===== src/rtl/mux8_pkg.sv =====
// rtl/mux8_pkg.sv - shared way-count, select-width and way-index constants for the 8-way mux/demux pair
// Purpose: constants shared by the gather-side merge and the scatter-side demux,
//          plus a rotate helper used by the round-robin arbiter.
// Ports:   none (package)
package mux8_pkg;

   localparam int MUX_WAYS  = 8;
   localparam int MUX_SEL_W = 3;

   localparam logic [MUX_SEL_W-1:0] WAY_A = 3'd0;
   localparam logic [MUX_SEL_W-1:0] WAY_B = 3'd1;
   localparam logic [MUX_SEL_W-1:0] WAY_C = 3'd2;
   localparam logic [MUX_SEL_W-1:0] WAY_D = 3'd3;
   localparam logic [MUX_SEL_W-1:0] WAY_E = 3'd4;
   localparam logic [MUX_SEL_W-1:0] WAY_F = 3'd5;
   localparam logic [MUX_SEL_W-1:0] WAY_G = 3'd6;
   localparam logic [MUX_SEL_W-1:0] WAY_H = 3'd7;

   // Rotate right so that bit n of v lands at bit 0.
   function automatic logic [MUX_WAYS-1:0] rotr8(input logic [MUX_WAYS-1:0] v,
                                                 input logic [MUX_SEL_W-1:0] n);
      logic [2*MUX_WAYS-1:0] dbl;
      dbl = {v, v} >> n;
      return dbl[MUX_WAYS-1:0];
   endfunction

endpackage


===== src/rtl/rr_arbiter8.sv =====
// rtl/rr_arbiter8.sv - combinational 8-way round-robin / fixed-priority arbiter
// Purpose: picks the first requesting way scanning from ptr (rr_en=1) or from 0 (rr_en=0).
// Ports:   req        in  8  request per way
//          ptr        in  3  scan start when rr_en=1
//          rr_en      in  1  1 = round-robin, 0 = lowest index wins
//          gnt_valid  out 1  some way requested
//          gnt_idx    out 3  granted way index
//          gnt_onehot out 8  one-hot granted way (zero when no request)
module rr_arbiter8
   import mux8_pkg::*;
(
   input  logic [MUX_WAYS-1:0]  req,
   input  logic [MUX_SEL_W-1:0] ptr,
   input  logic                 rr_en,
   output logic                 gnt_valid,
   output logic [MUX_SEL_W-1:0] gnt_idx,
   output logic [MUX_WAYS-1:0]  gnt_onehot
);

   logic [MUX_SEL_W-1:0] base;
   logic [MUX_WAYS-1:0]  rot;
   logic [MUX_SEL_W-1:0] rot_idx;

   // Rotate the request vector so the scan start sits at bit 0, take the
   // lowest set bit, then add the start back to recover the real way index.
   always_comb begin
      base    = rr_en ? ptr : WAY_A;
      rot     = rotr8(req, base);
      rot_idx = '0;
      for (int j = MUX_WAYS - 1; j >= 0; j--) begin
         if (rot[j]) rot_idx = MUX_SEL_W'(j);
      end
      gnt_valid  = |req;
      gnt_idx    = rot_idx + base;
      gnt_onehot = gnt_valid ? (MUX_WAYS'(1) << gnt_idx) : '0;
   end

endmodule


===== src/rtl/mux8way_rr_merge.sv =====
// rtl/mux8way_rr_merge.sv - 8-to-1 valid/ready stream merge with registered word and source index
// Purpose: arbitrates 8 input streams onto one registered output, tagging each word with its way.
// Ports:   clk        in  1        clock
//          reset      in  1        synchronous active-high reset
//          in_valid   in  8        per-way request
//          in_data    in  8*WIDTH  way i word at [i*WIDTH +: WIDTH]
//          in_ready   out 8        one-hot accept strobe
//          out_valid  out 1        output register holds a word
//          out_data   out WIDTH    registered word
//          out_sel    out 3        registered source way
//          out_ready  in  1        downstream accept
module mux8way_rr_merge
   import mux8_pkg::*;
#(
   parameter int WIDTH = 16,
   parameter bit RR_EN = 1'b1
)(
   input  logic                      clk,
   input  logic                      reset,
   input  logic [MUX_WAYS-1:0]       in_valid,
   input  logic [MUX_WAYS*WIDTH-1:0] in_data,
   output logic [MUX_WAYS-1:0]       in_ready,
   output logic                      out_valid,
   output logic [WIDTH-1:0]          out_data,
   output logic [MUX_SEL_W-1:0]      out_sel,
   input  logic                      out_ready
);

   logic [MUX_SEL_W-1:0] ptr;
   logic                 gnt_valid;
   logic [MUX_SEL_W-1:0] gnt_idx;
   logic [MUX_WAYS-1:0]  gnt_onehot;
   logic                 load;
   logic                 take;
   logic [WIDTH-1:0]     gnt_word;

   rr_arbiter8 u_arb (
      .req        (in_valid),
      .ptr        (ptr),
      .rr_en      (RR_EN),
      .gnt_valid  (gnt_valid),
      .gnt_idx    (gnt_idx),
      .gnt_onehot (gnt_onehot)
   );

   // Output stage can take a word when empty or when its current word drains this cycle.
   assign load     = ~out_valid | out_ready;
   assign in_ready = (load & gnt_valid & ~reset) ? gnt_onehot : '0;
   assign take     = |(in_valid & in_ready);
   assign gnt_word = in_data[gnt_idx*WIDTH +: WIDTH];

   always_ff @(posedge clk) begin
      if (reset) begin
         out_valid <= 1'b0;
         out_data  <= '0;
         out_sel   <= '0;
         ptr       <= '0;
      end else if (take) begin
         out_valid <= 1'b1;
         out_data  <= gnt_word;
         out_sel   <= gnt_idx;
         ptr       <= gnt_idx + MUX_SEL_W'(1);
      end else if (out_ready) begin
         // Drain with nothing to refill; data and sel keep their last values.
         out_valid <= 1'b0;
      end
   end

endmodule


===== config.mk =====
export PLATFORM = sky130hd
export DESIGN_NAME = mux8way_rr_merge
export DESIGN_NICKNAME = d
export VERILOG_FILES = /design/src/rtl/mux8_pkg.sv /design/src/rtl/rr_arbiter8.sv /design/src/rtl/mux8way_rr_merge.sv
export SDC_FILE = /design/constraint.sdc
export NUM_CORES = 1
export LEC_CHECK = 0
export ABC_AREA = 1
export CAP_MARGIN = 10
export CORE_AREA = 8 8 99 101
export CTS_CLUSTER_SIZE = 20
export DETAILED_ROUTE_END_ITERATION = 12
export DIE_AREA = 0 0 107 109
export PLACE_DENSITY_LB_ADDON = 0.1
export SLEW_MARGIN = 15
export SYNTH_ARGS = -nofsm -noshare
export SYNTH_HDL_FRONTEND = slang
export SYNTH_SLANG_ARGS = --single-unit

===== constraint.sdc =====
create_clock -name clk -period 3.72 [get_ports clk]
set_input_delay 0.558 -clock clk [delete_from_list [all_inputs] [get_ports clk]]
set_output_delay 0.558 -clock clk [all_outputs]
set_load 0.05 [all_outputs]

-- Word level (Yosys, flattened, before mapping)
Cells that the tools add are included.
- memory bits (writable): 0
- output and inout bits: 28
- input port bits: 139
- logic and storage cells: 30
- memories kept: 0
- flip-flop bits (word level): 23
- memory bits (read-only): 0
- latch bits: 0
- multiplexer cells: 12
- shifts and indexed selects: 3
- add/sub/neg operators: 2
- order comparisons: 0
- div/mod/pow operators: 0
- bitwise logic cells: 6
- reductions and logical operators: 3
- multipliers: 0
- equal/unequal tests: 0
- operators by type and width (operator ; count):
    128-bit by 8-bit variable part select with 16-bit output ; 1
    3-bit 2-to-1 mux ; 8
    8-bit 2-to-1 mux ; 2
    8-bit OR reduction ; 2
    16-bit by 3-bit >> shifter with 8-bit output ; 1
    8-bit bitwise AND ; 1
    1-bit by 3-bit << shifter with 8-bit output, first input constant ; 1
    3-bit by 1-bit adder with 3-bit output, second input constant ; 1
    3-bit adder ; 1
    1-bit bitwise AND ; 2
    1-bit 2-to-1 mux ; 2
    1-bit NOT ; 2
    2-bit nonzero test ; 1
    1-bit bitwise OR ; 1

-- Longest topological paths before layout
- depth in word-level cells: 16
- mapped depth: 30
- mapped depth without buffers: 27

-- Cells and area by module
Synthesis repeated with hierarchy kept, for this count alone.
- cell total of the unflattened synthesis: 528
- area total of the unflattened synthesis: 2745.1 µm²
- by module, submodules not included (module ; area an instance (µm²) ; cells each ; instances):
    mux8way_rr_merge ; 2140.8 ; 406 ; 1
    rr_arbiter8 ; 604.3 ; 122 ; 1

-- Worst setup path after synthesis
Ideal clock, no wire load.
- kind: input -> register
- from: in in_valid[0]
- to: reg out_data[11]
- path buffers: 3
- slack: -0.552 ns
- arrival: 4.130 ns
- stages: 27
- setup time: 0.142 ns
- path through: nand2_1 > nand3_2 > nand3_1 > nand2_1 > a31oi_1 > o21ai_0 > nand2_1 > a21boi_0 > ha_1 > inv_1 > fa_1 > xnor2_1 > inv_1 > nand2_4 > nand2_4 > buf_6 > inv_1 > buf_4 > ha_1 > inv_1 > nor2_1 > nand2_1 > nand2_1 > nor2_4 > buf_4 > nand3_2 > a21oi_2
- longest elaborated chain between the ends: 15
- elaborated cells between the ends (all ways): 19
- those cells by class: add/sub: 1; shift: 3; mux: 10; bitwise: 3; reduce/logical: 2
- ends and longest elaborated chain (what ; RTL line ; text):
    start, declared ; mux8way_rr_merge.sv:20 ; input logic [MUX_WAYS-1:0] in_valid,
    16-bit by 3-bit >> shifter with 8-bit output ; mux8_pkg.sv:23 ; dbl = {v, v} >> n;
    3-bit 2-to-1 mux (8 in a row) ; rr_arbiter8.sv:31 ; if (rot[j]) rot_idx = MUX_SEL_W'(j);
    3-bit adder ; rr_arbiter8.sv:34 ; gnt_idx = rot_idx + base;
    1-bit by 3-bit << shifter with 8-bit output ; rr_arbiter8.sv:35 ; gnt_onehot = gnt_valid ? (MUX_WAYS'(1) << gnt_idx) : '0;
    8-bit 2-to-1 mux ; rr_arbiter8.sv:35 ;
    8-bit 2-to-1 mux (*) ; mux8way_rr_merge.sv:48 ; assign in_ready = (load & gnt_valid & ~reset) ? gnt_onehot : '0;
    via in_ready[7] ; mux8way_rr_merge.sv:22 ; output logic [MUX_WAYS-1:0] in_ready,
    8-bit bitwise AND (*) ; mux8way_rr_merge.sv:49 ; assign take = |(in_valid & in_ready);
    8-bit OR reduction (*) ; mux8way_rr_merge.sv:49 ;
    end signal, assigned ; mux8way_rr_merge.sv:60 ; out_data <= gnt_word;
    end, declared ; mux8way_rr_merge.sv:24 ; output logic [WIDTH-1:0] out_data,
The timed path passes the listed nets; every way through them passes the cells marked *.
A chain may end at the register's enable or synchronous reset.

-- Worst setup path after layout
- from: reg ptr[0]
- to: out in_ready[7]
- longest elaborated chain between the ends: 13
- ends and longest elaborated chain (what ; RTL line ; text):
    start, declared ; mux8way_rr_merge.sv:29 ; logic [MUX_SEL_W-1:0] ptr;
    start signal, assigned ; mux8way_rr_merge.sv:62 ; ptr <= gnt_idx + MUX_SEL_W'(1);
    16-bit by 3-bit >> shifter with 8-bit output ; mux8_pkg.sv:23 ;
    3-bit 2-to-1 mux (8 in a row) ; rr_arbiter8.sv:31 ;
    3-bit adder (*) ; rr_arbiter8.sv:34 ;
    1-bit by 3-bit << shifter with 8-bit output (*) ; rr_arbiter8.sv:35 ;
    8-bit 2-to-1 mux (*) ; rr_arbiter8.sv:35 ;
    8-bit 2-to-1 mux (*) ; mux8way_rr_merge.sv:48 ;
    end, declared ; mux8way_rr_merge.sv:22 ;
Every way passes the cells marked *; elsewhere a longest branch is shown, timed or not.

==> reports/qor.csv <==
stage,metric,value,unit
sta,fin worst setup slack,-0.0495,ns
worst_setup_path,critical path's most frequent cell,nand2_4,
clock_tree,CTS root buf,clkbuf_8,
die,# IOs,167,
placed_design,Post-Place Worst Slack,-0.592,ns
clock_tree,cts bufs inserted,3,
worst_setup_path,Critical Path End Type,output port,
synthesis,Cells after Synth,486,
grt,initial antenna violation count,0,
drt,Avg WL per Cell,16.5,um
worst_setup_path,Crit path required time,3.16,ns
drt,final wirelength,13100,um
clock_tree,clk sinks,23,
synthesis,top-area cell type share of the netlist area,0.219,
final_layout,FILL cells,778,
sta,# setup viols final,3,
synthesis,Synth Cell Area,0.00283,sq mm
die,Site Rows,34,
sta,Tcrit/Tclk final,1.01,
drt,drt pass-1 iters,4,
clock_tree,CTS tree,done,
synthesis,synth warn,0,
worst_setup_path,Setup Crit Path Kind,reg2out,
clock_tree,hold_buf cts,0,
synthesis,leading area contributor after synthesis,nand2_1,
synthesis,#FFs+latches synth,23,
placed_design,GPL Wtd Cong,0.926,
final_layout,synthesis-to-layout area growth,91.6,%
worst_setup_path,critical path arrival,3.21,ns
die,Die Wd,107,um
drt,# DRC,0,
sta,Slew @ Worst Pin,0.919,ns
drt,Vias/cell,5.16,
status,status,"finished, violations left",
placed_design,DP HPWL,10300,um
status,failing checks,negative setup slack,
sta,RSZ-0062 raised after global routing,yes,
clock_tree,clk buf depth,2,
sta,clk_skew,0.00220,ns
die,die area,0.0117,sq mm
die,Die Span Y,109,um
clock_tree,clock-pin slew on the worst setup and hold paths,0.09,ns
synthesis,"Avg Cell Area, Syn",5.82,sq um
worst_hold_path,Hold WC Path Type,reg2reg,
grt,global-route wire length before repair,20000,um
final_layout,fin cells,795,
grt,GRT Util Overall,0.211,
worst_setup_path,cell-by-cell trace of the critical path,"buf_8, nand2_4, nand3_2, nand3_2, nand2_2, a31oi_1, o21ai_1, nand2_1, a21boi_2, ha_2, inv_2, fa_2, xnor2_2, inv_1, nand2_4, nand2_4, inv_4, ha_1, inv_2, nor2_4, buf_12",
synthesis,sequential element share of the synthesized area,0.163,
synthesis,Area contributors post-synth,"nand2_1, nand3_1, dfxtp_1",
grt,pin count of the biggest net entering global routing,65,
final_layout,area of the multi-input gates,0.00234,sq mm
grt,GR Overflow Total,0,
sta,Slew headroom,0.386,
worst_setup_path,CP top delay family,adder cells,
placed_design,port buffer count,166,
sta,Final Hold Viols,0,
placed_design,placed cells,776,
clock_tree,clk_lat worst skew,0.26,ns
sta,minimum clock period,3.77,ns
synthesis,synth unique cells,30,
drt,"antenna viol nets, final",0,
sta,Pins Over Slew Limit,0,
drt,Initial DRC Count,143,
sta,f_max,0.265,GHz
worst_setup_path,crit-path max FO,5,
synthesis,syn nets,628,
sta,Setup TNS,-0.0945,ns
final_layout,Ant. Diodes,0,
final_layout,Final #Nets,830,
die,starting density of the core,0.338,
die,area of the core,0.00838,sq mm
worst_setup_path,Buf/Inv on CP,6,
final_layout,Register Area,467,sq um
flow_run,max cap viols,0,
worst_setup_path,slowest stage cell on the critical path,dfxtp_4,
worst_setup_path,slowest cell delay on critical path,0.44,ns
worst_setup_path,crit path launch type,flop,
drt,via count,4099,
final_layout,layout cells sized above 1,0.266,
grt,vias in the first global route,4099,
clock_tree,H-tree depth,1,
layer usage:
metal,part of all wire,up-vias,track usage,wire length [um]
met2,0.50,165,0.373,6580
met5,0,-,0,0
met3,0.085,20,0.0573,1110
met4,0.020,0,0.0663,264
met1,0.39,1863,0.242,5160
li1,-,2051,-,-
cell type report:
| type | instances | area share |
|---|---|---|
| repair buffers | 235 | 0.437 |
| clock buffers | 3 | 0.00761 |
| inverters | 13 | 0.0108 |
| well taps | 108 | 0.0249 |
| multi-input cells | 412 | 0.432 |
| flip-flops and latches | 23 | 0.0861 |
| clock inverters | 1 | 0.000923 |
logic make-up (layout without fill, tap and decap cells):
logic type / Yosys count / count (layout) / synth area share
compound gates: 51 / 51 / 0.104
xor+xnor: 1 / 1 / 0.00310
fa+ha+maj: 3 / 3 / 0.0159
simple gates: 355 / 357 / 0.615
buf+inv: 53 / 252 / 0.0986
flops: 23 / 23 / 0.163
layout by cell type, fill, tap and decap left out, drive strengths merged:
master and instances:
a21boi 1, a21oi 34, a31oi 1, buf 76, clkbuf 6, clkdlybuf4s15 6
clkdlybuf4s50 150, clkinv 1, dfxtp 23, fa 1, ha 2, inv 13
nand2 183, nand3 122, nand4 22, nor2 20, nor3 8, nor4 2
o21ai 14, o21bai 1, xnor2 1
registers in the layout (all words and copies together), names as in the netlist:
signal	count
ptr	3
out_valid	1
out_sel	3
out_data	16
cell usage after synthesis, drive strengths merged:
library cell / instances
a31oi: 1
xnor2: 1
fa: 1
nand4: 22
buf: 15
a21oi: 34
o21ai: 14
ha: 2
o21bai: 1
clkbuf: 25
nor3: 8
nand2: 181
nand3: 122
nor2: 20
inv: 13
a21boi: 1
dfxtp: 23
nor4: 2
worst reg2reg max path: stages (launching register included):
cell and delay (ns):
dfxtp_4 0.44, buf_8 0.16, nand2_4 0.06, nand3_2 0.07, nand3_2 0.09, nand2_2 0.07, a31oi_1 0.07, o21ai_1 0.12
nand2_1 0.10, a21boi_2 0.17, ha_2 0.20, inv_2 0.04, fa_2 0.34, xnor2_2 0.20, nand3_2 0.13, nand2_4 0.11
inv_4 0.05, ha_1 0.20, inv_2 0.07, nor2_4 0.04, nand2_2 0.10, nand2_2 0.06, nor2_4 0.17, buf_12 0.16
clkbuf_16 0.15, nand3_2 0.07, a21oi_2 0.14
per-stage QoR:
step	hold WS [ns]	util	instance area, sq um
after CTS	0.486	0.631	5290
after floorplan	0.593	-	2890
after global routing	0.494	0.647	5420
after detailed placement	0.473	0.598	5010
final	0.474	0.647	5420
after global placement	0.466	0.598	5010
path summary, 6_finish.rpt:
kind | start | slack (ns) | cells after the start | endpoint
worst max-delay path | ptr[0]$_SDFFE_PP0P_ | -0.05 | 21 | in_ready[7]
worst min-delay path | out_sel[2]$_SDFFE_PP0P_ | 0.47 | 2 | out_sel[2]$_SDFFE_PP0P_
worst max register to register | ptr[0]$_SDFFE_PP0P_ | 0.06 | 26 | ptr[1]$_SDFFE_PP0P_
worst min register to register | out_sel[2]$_SDFFE_PP0P_ | 0.47 | 2 | out_sel[2]$_SDFFE_PP0P_
what timing repair did:
item	CTS	global route
pin swaps	20	31
buffers inserted	8	4
endpoints found under the setup margin	31	31
gates resized for setup	63	18
gates cloned	0	3
Power is not shown: default switching activity piles up to over one toggle a cycle in this logic, so the estimate is an artifact.
